--- src/rtl/mul_man_pipe.sv ---
// Three-stage pipelined mantissa multiplier: multiply, normalise, round, with valid/ready and a tag sideband.
// Build option MUL_MAN_RNE_EN selects round-to-nearest-even; without it the legacy truncating behaviour is used.
module mul_man_pipe #(
    parameter int SIZE_MAN = 24,
    parameter int TAG_W    = 4
) (
    input  logic                i_clk,
    input  logic                i_rst_n,
    input  logic                i_valid,
    output logic                o_ready,
    input  logic [SIZE_MAN-1:0] i_data_a,
    input  logic [SIZE_MAN-1:0] i_data_b,
    input  logic [TAG_W-1:0]    i_tag,
    output logic                o_valid,
    input  logic                i_ready,
    output logic [SIZE_MAN-1:0] o_data_mul,
    output logic [1:0]          o_exp_adj,
    output logic                o_inexact,
    output logic                o_zero,
    output logic [TAG_W-1:0]    o_tag
);
    localparam int W = SIZE_MAN;

    logic [3:1]     vld_pipe;
    logic           en;

    logic [W-1:0]   a1, b1;
    logic [TAG_W-1:0] tag1, tag2;
    logic           zero1, zero2;
    logic [2*W-1:0] p2;

    logic           hi, g, r, s;
    logic [W-1:0]   m;
    logic [W-1:0]   res_data;
    logic [1:0]     res_adj;
    logic           res_inex;

    // Global stall: the whole pipe freezes while the output is held.
    assign en      = !o_valid | i_ready;
    assign o_ready = en;
    assign o_valid = vld_pipe[3];

    // Normalise: product lies in [1,4); pick the window under the leading one.
    assign hi = p2[2*W-1];
    assign m  = hi ? p2[2*W-1:W] : p2[2*W-2:W-1];
    assign g  = hi ? p2[W-1]     : p2[W-2];
    assign r  = hi ? p2[W-2]     : p2[W-3];
    assign s  = hi ? |p2[W-3:0]  : |p2[W-4:0];

`ifdef MUL_MAN_RNE_EN
    logic           inc;
    logic [W:0]     m_rnd;

    assign inc      = g & (r | s | m[0]);
    assign m_rnd    = {1'b0, m} + {{W{1'b0}}, inc};
    // Rounding overflow of an all-ones mantissa renormalises to 1.000...
    assign res_data = m_rnd[W] ? {1'b1, {(W-1){1'b0}}} : m_rnd[W-1:0];
    assign res_adj  = {1'b0, hi} + {1'b0, m_rnd[W]};
    assign res_inex = g | r | s;
`else
    assign res_data = m;
    assign res_adj  = {1'b0, hi};
    assign res_inex = g & (r | s);
`endif

    always_ff @(posedge i_clk or negedge i_rst_n) begin
        if (!i_rst_n) begin
            vld_pipe   <= '0;
            a1         <= '0;
            b1         <= '0;
            tag1       <= '0;
            zero1      <= 1'b0;
            p2         <= '0;
            tag2       <= '0;
            zero2      <= 1'b0;
            o_data_mul <= '0;
            o_exp_adj  <= '0;
            o_inexact  <= 1'b0;
            o_zero     <= 1'b0;
            o_tag      <= '0;
        end else if (en) begin
            vld_pipe   <= {vld_pipe[2:1], i_valid};
            // S1: operands, tag, zero/denormal detect
            a1         <= i_data_a;
            b1         <= i_data_b;
            tag1       <= i_tag;
            zero1      <= !(i_data_a[W-1] & i_data_b[W-1]);
            // S2: full-width product
            p2         <= {{W{1'b0}}, a1} * {{W{1'b0}}, b1};
            tag2       <= tag1;
            zero2      <= zero1;
            // S3: normalised, rounded result
            o_data_mul <= zero2 ? '0 : res_data;
            o_exp_adj  <= zero2 ? '0 : res_adj;
            o_inexact  <= zero2 ? 1'b0 : res_inex;
            o_zero     <= zero2;
            o_tag      <= tag2;
        end
    end
endmodule

--- config.mk ---
export PLATFORM = sky130hd
export DESIGN_NAME = mul_man_pipe
export DESIGN_NICKNAME = d
export VERILOG_FILES = /design/src/rtl/mul_man_pipe.sv
export SDC_FILE = /design/constraint.sdc
export NUM_CORES = 2
export LEC_CHECK = 0
export ABC_AREA = 1
export CORE_MARGIN = 2
export CORE_UTILIZATION = 55
export DETAILED_ROUTE_END_ITERATION = 6
export GPL_TIMING_DRIVEN = 0
export PLACE_DENSITY = 0.79
export SYNTH_ARGS = -nofsm -noshare
export SYNTH_HDL_FRONTEND = slang
export SYNTH_SLANG_ARGS = --single-unit
--- constraint.sdc ---
create_clock -name i_clk -period 6.93 [get_ports i_clk]
set_input_delay 0.693 -clock i_clk [delete_from_list [all_inputs] [get_ports i_clk]]
set_output_delay 0.693 -clock i_clk [all_outputs]
set_load 0.1 [all_outputs]
==> results.md <==
* Tmin final at 6.75 ns
* CTS Buffer Depth at 2
* Register bit total from synthesis at 140
* Syn_area_per_cell at 7.48 sq um
* Worst setup SP type: flip-flop
* Routed vias/inst at 5.22
* Setup slack, reg-to-reg at 0.18 ns
* Setup Skew at 0.0136 ns
* Drt total wl at a little under 80 mm
* Final instance area at 28600 sq um
* Vias in the first global route at ~23000
* Global-route wire length before repair at 127 mm
* Post-DR wirelength/cell at 18.9 um
* Total CTS buffers at 17
* Share of layout cells above drive strength 1 at 6.51%
* Synth warnings at 0
* Dpl cells at 4214
* Setup violators final at 0
* DIE WIDTH at ~220 um
* Rel. slew slack at approximately a third
* Overflow after GRT at 0
* EDFF count, synth at 0
* Antenna diode instance count at 0
* Area Growth Syn to Fin at 8.76%
* Number of max-cap violations at 0
* Max H-tree Level at 4
* Hold WC Path Type: in -> async
* CTS tree: done
* Cell Area, Synth at 26300 sq um
* Most used DFF post-synth: dfrtp_1
* WP data required at 7.26 ns
* ANT nets after route at 0
* Syn nets at approximately 4200
* R2R cell count at 23
* Min Hold Slack at roughly 0.22 ns
* Period utilization at between 90% and 100%
* Num ports at 90
* Final hold vios at 0
* Hold_buf cts at 0
* Number of remaining DRC errors at 0
* 1st-iter DRT viols at between 2000 and 2500
* Clock sink count at 140
* Hpwl dp at about 66 mm
* Final Non-Filler Cells at ~4200
* All-Layer GR Usage at between 30% and 40%
* RSZ-0062 raised after global routing: false
* Layout Nets at ~4300
* Worst-Skew Late Latency at approximately 0.45 ns
* Core Rows at 80
* Slew Viols, Final at 0
* FMAX at roughly 150 MHz
* Initial antenna violation count at 2
* TNS Setup at 0 ns
* Port Buffer Count at just under 90
* Critical path arrival at between 7 and 8 ns
* CP max FO at 10
* Yosys cell types at 33
* FFs w/ async S/R, synth at between 90% and 100%
* Clock-pin slew on the worst setup and hold paths at 0.06 ns
* CORE AREA at ~47000 sq um
* Largest net degree at the start of global routing at 89
* Via count at roughly 22000
* Seq/Total Area, Yosys at between 10% and 20%
* Critical path type: reg -> reg
* Initial Util at around 55%
* Placed cell areas at 27900 sq um
* CTS Root Cell: clkbuf_16
* Commonest non-fill, non-tap cells in the layout: nand2_1, inv_1, fa_1, ha_1, dfrtp_1
* Post-Synthesis Cells at ~3500
* 1st-pass router iterations at 6
* Die height at 223 um
* Final Wtd Congestion at approximately 1.0
* Status: finished clean
* R2r endpoint: p2[32]
* Worst r2r src: a1[0]
* Die area at between 40000 and 50000 sq um
* Worst-Margin Slew at between 0.9 and 1 ns
* Most common cell after layout, fill and taps aside: nand2_1
* CP Capture Type: flip-flop
-- metrics by stage --
stage / setup slack [ns] / utilization [%]
finish: 0.178 / 60.2
detailed placement: -0.511 / 58.9
CTS: 0.000398 / 60.1
global placement: -0.445 / 58.8
global route: 0.00269 / 60.2
floorplan: 0.967 / -
-- sequential cells by signal, indices dropped and copies added (netlist names) --
signal	count
a1	24
b1	24
o_data_mul	24
o_exp_adj	1
o_inexact	1
o_tag	4
o_zero	1
p2	48
tag1	4
tag2	4
vld_pipe	3
zero1	1
zero2	1
-- area by class of cell --
cell class | count | area, sq um
fill | 4249 | 18900
buffer | 137 | 712
tap | 615 | 769
multi-input combinational | 2158 | 18200
inverter | 1035 | 3880
clock inverter | 12 | 108
sequential | 140 | 3540
timing repair buffer | 91 | 925
clock buffer | 20 | 437
-- repair_timing --
item                                    in CTS  in global routing
hold endpoints to repair                     0                  0
endpoints found under the setup margin      29                 32
pin swaps                                    0                  0
gates resized for setup                     59                162
setup buffers                                0                  2
-- how the worst max path moves through the flow --
stage,start,to,slack (ns),cells after the start
floorplan,b1[3],p2[24],0.97,26
global placement,i_rst_n,a1[10],-0.44,1
detailed placement,b1[12],p2[38],-0.51,26
CTS,a1[8],p2[44],0.0004,25
global route,a1[21],p2[38],0.003,25
finish,a1[0],p2[32],0.18,23
-- Yosys cell counts, types with 2 or more instances --
cell type / count / area (sq um)
nand3_2: 9 / 90.1
o21bai_1: 5 / 37.5
xnor2_1: 17 / 149
xor2_1: 4 / 35.0
nand3_1: 58 / 290
nor4_1: 4 / 25.0
dfrtp_1: 140 / 3500
mux2i_1: 23 / 230
nand3b_1: 2 / 15.0
nor3_1: 6 / 30.0
inv_2: 5 / 18.8
inv_1: 1030 / 3870
o21ai_0: 54 / 270
ha_1: 174 / 2180
nor2_4: 6 / 67.6
nand4_1: 8 / 50.1
and2_1: 2 / 12.5
nand2_2: 22 / 138
buf_2: 14 / 70.1
nand2_1: 1160 / 4350
nor2_1: 57 / 214
a21oi_1: 32 / 160
o21ai_1: 6 / 30.0
fa_1: 482 / 9650
clkbuf_1: 161 / 604
or2_1: 3 / 18.8
nor2_2: 19 / 119
or2_2: 2 / 12.5
-- critical path, stage by stage (launching register included) --
cell and delay (ns):
dfrtp_1 0.70, clkbuf_2 0.50, nand2_1 0.13, fa_1 0.53
fa_1 0.51, inv_1 0.05, fa_1 0.47, fa_1 0.55
fa_1 0.51, fa_1 0.51, inv_1 0.05, fa_1 0.51
inv_1 0.06, ha_1 0.39, nand2_2 0.11, nor2_2 0.17
and2_1 0.17, nand3b_1 0.12, nand3_2 0.20, nand2_2 0.08
nand2_1 0.06, nand2_1 0.05, nand3_1 0.12, nand2_1 0.08
-- per-layer routing --
metal	share of wire [%]	vias up	routed length, um	track usage [%]
met1	39	10600	30700	43.8
li1	-	9921	-	-
met2	44	1233	34700	52.1
met3	11	249	8690	8.03
met4	6.8	2	5360	19.9
met5	0.013	-	10	0
-- kinds of logic (layout without fill, tap and decap cells) --
logic type,Yosys count,after routing,share of synthesized area (%)
buffers and inverters,1212,1295,17.4
adders and majority gates,656,656,45.0
AOI/OAI and AO/OA,98,98,1.94
and+or+nand+nor,1359,1359,20.7
muxes,23,23,0.876
other,1,1,0.0143
xor gates and xnor gates,21,21,0.700
DFF,140,140,13.3
Power is left out: the tool's default activity adds up to more than one toggle a clock period on the data nets, which glitch-free logic cannot reach.
